**src/rtl/f1_lights_ctrl.sv**
```systemverilog
// ---------------------------------------------------------------------------
// f1_lights_ctrl -- start-light sequencer with reaction timer.
//
// On a trigger the lights fill one per tick until all N_LIGHTS are lit. They
// then hold for a pseudo-random 1..127 ticks taken from a free-running 7-bit
// LFSR. After that they all go out, and the block counts clk cycles until the
// driver presses react.
//
// Optional feature: define F1_FALSE_START_EN to treat react during FILL/HOLD
// as a false start. Without the macro that react is ignored and false_start
// stays 0.
//
// Ports:
//   clk          clock, rising edge
//   rst          asynchronous active-high reset
//   tick         one-cycle step strobe
//   trigger      start request pulse (acted on only in IDLE)
//   react        driver button pulse
//   data_out     light pattern, bit i drives light i
//   busy         high whenever the sequencer is not idle
//   react_time   captured reaction time in clk cycles, held until next capture
//   react_valid  one-cycle pulse when react_time updates
//   false_start  one-cycle pulse on react before lights-out
// ---------------------------------------------------------------------------
module f1_lights_ctrl #(
    parameter int unsigned N_LIGHTS = 8,
    parameter int unsigned CNT_W    = 16
) (
    input  logic                clk,
    input  logic                rst,
    input  logic                tick,
    input  logic                trigger,
    input  logic                react,
    output logic [N_LIGHTS-1:0] data_out,
    output logic                busy,
    output logic [CNT_W-1:0]    react_time,
    output logic                react_valid,
    output logic                false_start
);

`ifdef F1_FALSE_START_EN
    localparam bit FalseStartEn = 1'b1;
`else
    localparam bit FalseStartEn = 1'b0;
`endif

    localparam int unsigned LightCntW = $clog2(N_LIGHTS + 1);
    localparam logic [LightCntW-1:0] LightsFull = LightCntW'(N_LIGHTS);
    localparam logic [LightCntW-1:0] LightsLast = LightCntW'(N_LIGHTS - 1);

    localparam logic [1:0] StIdle = 2'd0;
    localparam logic [1:0] StFill = 2'd1;
    localparam logic [1:0] StHold = 2'd2;
    localparam logic [1:0] StGo   = 2'd3;

    logic [1:0]           state_q, state_d;
    logic [LightCntW-1:0] light_cnt_q, light_cnt_d;
    logic [6:0]           delay_q, delay_d;
    logic [6:0]           lfsr_q, lfsr_d;
    logic [CNT_W-1:0]     react_cnt_q, react_cnt_d;
    logic [N_LIGHTS-1:0]  data_out_q, data_out_d;
    logic                 busy_q, busy_d;
    logic [CNT_W-1:0]     react_time_q, react_time_d;
    logic                 react_valid_q, react_valid_d;
    logic                 false_start_q, false_start_d;

    logic                 tick_eff;
    logic                 false_hit;
    logic [N_LIGHTS-1:0]  fill_pattern;

    // Next-state logic.
    always_comb begin
        // x^7 + x^6 + 1, maximal length: the all-zero state is never reached.
        lfsr_d        = {lfsr_q[5:0], lfsr_q[6] ^ lfsr_q[5]};
        // A react in the same cycle as a tick takes priority; the tick is lost.
        tick_eff      = tick & ~react;
        false_hit     = FalseStartEn & react;

        state_d       = state_q;
        light_cnt_d   = light_cnt_q;
        delay_d       = delay_q;
        react_cnt_d   = react_cnt_q;
        react_time_d  = react_time_q;
        react_valid_d = 1'b0;
        false_start_d = 1'b0;

        case (state_q)
            StIdle: begin
                if (trigger) begin
                    state_d     = StFill;
                    light_cnt_d = '0;
                end
            end
            StFill: begin
                if (false_hit) begin
                    state_d       = StIdle;
                    false_start_d = 1'b1;
                end else if (tick_eff) begin
                    if (light_cnt_q == LightsLast) begin
                        state_d     = StHold;
                        light_cnt_d = LightsFull;
                        delay_d     = lfsr_q;
                    end else begin
                        light_cnt_d = light_cnt_q + LightCntW'(1);
                    end
                end
            end
            StHold: begin
                if (false_hit) begin
                    state_d       = StIdle;
                    false_start_d = 1'b1;
                end else if (tick_eff) begin
                    // The loaded delay is never zero, so <= 1 is the last tick.
                    if (delay_q <= 7'd1) begin
                        state_d     = StGo;
                        delay_d     = '0;
                        react_cnt_d = '0;
                    end else begin
                        delay_d = delay_q - 7'd1;
                    end
                end
            end
            StGo: begin
                if (react) begin
                    state_d       = StIdle;
                    react_time_d  = react_cnt_q;
                    react_valid_d = 1'b1;
                end else if (react_cnt_q != {CNT_W{1'b1}}) begin
                    react_cnt_d = react_cnt_q + CNT_W'(1);
                end
            end
            default: begin
                state_d = StIdle;
            end
        endcase

        for (int unsigned i = 0; i < N_LIGHTS; i++) begin
            fill_pattern[i] = (i < 32'(light_cnt_d));
        end

        // Outputs are registered from the next state, so they line up with state_q.
        case (state_d)
            StFill:  data_out_d = fill_pattern;
            StHold:  data_out_d = {N_LIGHTS{1'b1}};
            default: data_out_d = '0;
        endcase
        busy_d = (state_d != StIdle);
    end

    always_ff @(posedge clk or posedge rst) begin
        if (rst) begin
            state_q       <= StIdle;
            light_cnt_q   <= '0;
            delay_q       <= '0;
            lfsr_q        <= 7'h01;
            react_cnt_q   <= '0;
            data_out_q    <= '0;
            busy_q        <= 1'b0;
            react_time_q  <= '0;
            react_valid_q <= 1'b0;
            false_start_q <= 1'b0;
        end else begin
            state_q       <= state_d;
            light_cnt_q   <= light_cnt_d;
            delay_q       <= delay_d;
            lfsr_q        <= lfsr_d;
            react_cnt_q   <= react_cnt_d;
            data_out_q    <= data_out_d;
            busy_q        <= busy_d;
            react_time_q  <= react_time_d;
            react_valid_q <= react_valid_d;
            false_start_q <= false_start_d;
        end
    end

    assign data_out    = data_out_q;
    assign busy        = busy_q;
    assign react_time  = react_time_q;
    assign react_valid = react_valid_q;
    assign false_start = false_start_q;

endmodule

```
**config.mk**
```make
export PLATFORM = sky130hd
export DESIGN_NAME = f1_lights_ctrl
export DESIGN_NICKNAME = d
export VERILOG_FILES = /design/src/rtl/f1_lights_ctrl.sv
export SDC_FILE = /design/constraint.sdc
export NUM_CORES = 1
export LEC_CHECK = 0
export ABC_AREA = 1
export BUFFER_PORTS_ARGS = -buffer_cell sky130_fd_sc_hd__buf_2
export CAP_MARGIN = 25
export CORE_ASPECT_RATIO = 2
export CORE_MARGIN = 3
export CORE_UTILIZATION = 40
export DETAILED_ROUTE_END_ITERATION = 6
export SYNTH_ARGS = -nofsm -noshare
export SYNTH_HDL_FRONTEND = slang
export SYNTH_SLANG_ARGS = --single-unit
```
**constraint.sdc**
```tcl
create_clock -name clk -period 6.1 [get_ports clk]
set_input_delay 0.915 -clock clk [delete_from_list [all_inputs] [get_ports clk]]
set_output_delay 0.915 -clock clk [all_outputs]
set_load 0.02 [all_outputs]
```
==> impl_metrics.csv <==
group,metric,value,unit
run_status,status,"finished, final reports clean",
yosys,yosys.area_share.simple,27.2,%
hold_path,hold_class,"reg -> reg",
routing,firstDrtPassIters,4,
clocking,cts_tree,"done",
clocking,post-cts-setup-buffers,0,
routing,vias,2561,
yosys,synth_fa_ha_area_share,2.82,%
finish,n_antenna_cell,0,
run,drv_cap,0,
clocking,clkTransAtPathRegs,0.05,ns
yosys,yosysTopAreaCellShare,49.1,%
power,powerDensity,492,nW/um^2
sta,drv_slew,0,
place,hpwl,5110,um
yosys,synth_area_leader_cell,"dfrtp_1",
yosys,synth_cells,383,
global_route,grt_pass1_vias,2672,
routing,drtIter0Drc,151,
yosys,syn_nets,395,
floorplan,die_x,68.3,um
critical_path,end_kind,"flip-flop",
routing,antenna_left,0,
floorplan,core,7430,um^2
sta,setup_tns,0,ns
floorplan,die_y,131,um
finish,synthToLayoutAreaGrowth,16.4,%
yosys,synth_top_family_by_area,"simple AND/OR/NAND/NOR gates",
hold_path,holdPathStages,0,
sta,fin_crit,2.76,ns
yosys,ys_types,30,
global_route,grt_pass1_wl,12200,um
yosys,yosys_warnings,0,
global_route,grt_usage,18.7,%
routing,wl_per_cell,13.6,um
place,place_ws,3.06,ns
routing,drc,0,
yosys,synth-edff-count,0,
yosys,synth_area,3110,um^2
yosys,synth_common_cells,"nand2_1 (108), dfrtp_1 (61), inv_1 (48)",
clocking,ctsResizeCount,0,
sta,finalSetupViolations,0,
yosys,async_reset_ff_share,100,%
critical_path,ff2ff_path_depth,13,
sta,worst_slack,3.34,ns
routing,via_per_inst,4.99,
yosys,synth.most_common_cell,"nand2_1",
power,p_leak,1.82,nW
place,place.gp.congestion,0.894,
yosys,synth-seq-cells,62,
global_route,antenna_found_initial,0,
floorplan,fp.dieArea,8930,um^2
clocking,clk_latency,0.33,ns
place,io_buffers,30,
power,vdd.ir_drop.worst,0.334,mV
sta,tightest_slew,0.780,ns
sta,slew_headroom,48.0,%
finish,nNetsFinal,429,
clocking,cts_buffer_depth,2,
floorplan,start_util,41.8,%
yosys,synthTopCellsByArea,"dfrtp_1 (49%), nand2_1 (13%), inv_1 (5.8%)",
sta,fin_worst_skew,0.00477,ns
hold_path,min_from,"lfsr_q[1]",
yosys,synth_compound_area_share,8.53,%
global_route,grt_max_degree,63,
critical_path,crit_start,"react",
yosys,syn_avg_cell_area,8.12,um^2
global_route,overflow,0,
floorplan,rows,44,
clocking,numClockSinks,62,
floorplan,io_pins,32,
yosys,ys.flop_type,"dfrtp_1",
clocking,cts_buffers,9,
yosys,synthMuxAreaShare,0,%
clocking,root_buffer,"clkbuf_16",
yosys,synth_xor_xnor_area_share,3.66,%
clocking,cts_max_level,3,
critical_path,crit_arrival,2.97,ns
sta,finalHoldViolCount,0,
yosys,ys_seq_area_share,49.9,%
critical_path,reg2reg_from,"delay_q[2]",
sta,max_freq,363,MHz
critical_path,worstPathMaxFanout,6,
critical_path,path_class,"in -> reg",
sta,fin_crit_sh,45.2,%
routing,routed_wl,7000,um
sta,rsz0062_at_grt,"no",
critical_path,startpoint_type,"input port",
finish,drive_gt1_share,14.0,%
critical_path,cp.required,6.32,ns
clocking,holdBufCountCts,0,
-- report_power, final --
group / internal, W / switching [W] / total [W]
combinational: 0.000208 / 0.000424 / 0.000632
sequential: 0.000564 / 0.000103 / 0.000667
clock: 0.000317 / 0.000166 / 0.000483
total: 0.00109 / 0.000693 / 0.00178
-- routing by layer --
metal  vias to the layer above  share of wire [%]  GRT usage [%]
met3                        19                3.6           4.19
met5                         -                  0              0
met2                        53                 56           34.1
li1                       1288                  -              -
met4                         0                3.6           10.4
met1                      1201                 37           18.6
-- layout by cell type, fill, tap and decap left out, types with 2 or more instances in the layout --
cell / n
nand2_1: 108
dfrtp_1: 61
inv_1: 47
nor2_1: 31
buf_2: 30
nand3_1: 23
o21ai_0: 19
nand4_1: 12
xor2_1: 12
nor3_1: 10
a21oi_1: 10
o21ai_1: 10
clkbuf_16: 9
ha_1: 7
a22oi_1: 6
inv_2: 4
clkbuf_8: 4
nand2_2: 3
o21ai_2: 2
clkbuf_1: 2
-- critical path, cell delays in order --
cell and delay, ns:
buf_2 0.10, inv_1 0.11, nand2_1 0.15, nor2_1 0.26
nand4_1 0.14, o21ai_0 0.10, nand2_1 0.07, o21ai_0 0.15
inv_1 0.14, ha_1 0.23, nand2_1 0.06, inv_1 0.08
nand2_1 0.18, nand3_1 0.16, nand2_1 0.09, inv_1 0.04
-- worst paths after layout --
| path | end | slack, ns |
|---|---|---|
| worst min register to register | lfsr_q[2] | 0.38 |
| worst max-delay path | data_out[4] | 3.34 |
| worst max register to register | data_out[4] | 3.65 |
| max in group asynchronous | react_time[7] | 4.77 |
| min in group asynchronous | react_cnt_q[14] | 0.82 |
| worst min-delay path | lfsr_q[2] | 0.38 |
-- stage by stage --
step / utilization [%] / area [um^2] / hold WS, ns / total power (W) / std cells
after floorplan: - / 3110 / 0.354 / 0.00112 / 383
after global placement: 44.8 / 3330 / 0.360 / 0.00129 / 498
after detailed placement: 44.8 / 3330 / 0.366 / 0.00131 / 498
after CTS: 48.7 / 3620 / 0.378 / 0.00180 / 513
after global routing: 48.7 / 3620 / 0.392 / 0.00194 / 513
final: 48.7 / 3620 / 0.376 / 0.00178 / 513
-- cells by family after synthesis --
kind of cell / count (synthesis)
flops: 62
xor+xnor: 13
compound gates: 48
buf+inv: 59
simple gates: 193
fa+ha+maj: 7
other cells: 1
-- cell type report --
cell class              count  area (um^2)
repair buffers             31          158
clock buffers              15          288
fillers                   736         3810
flip-flops and latches     62         1550
multi-input cells         262         1320
inverters                  51          191
well taps                  92          115
-- registers in the layout, indices dropped and copies added (netlist names) --
name         flops
busy             1
data_out         8
delay_q          7
lfsr_q           7
light_cnt_q      4
react_cnt_q     16
react_time      16
react_valid      1
state_q          2
No activity file was read; power rests on OpenSTA's default activity.
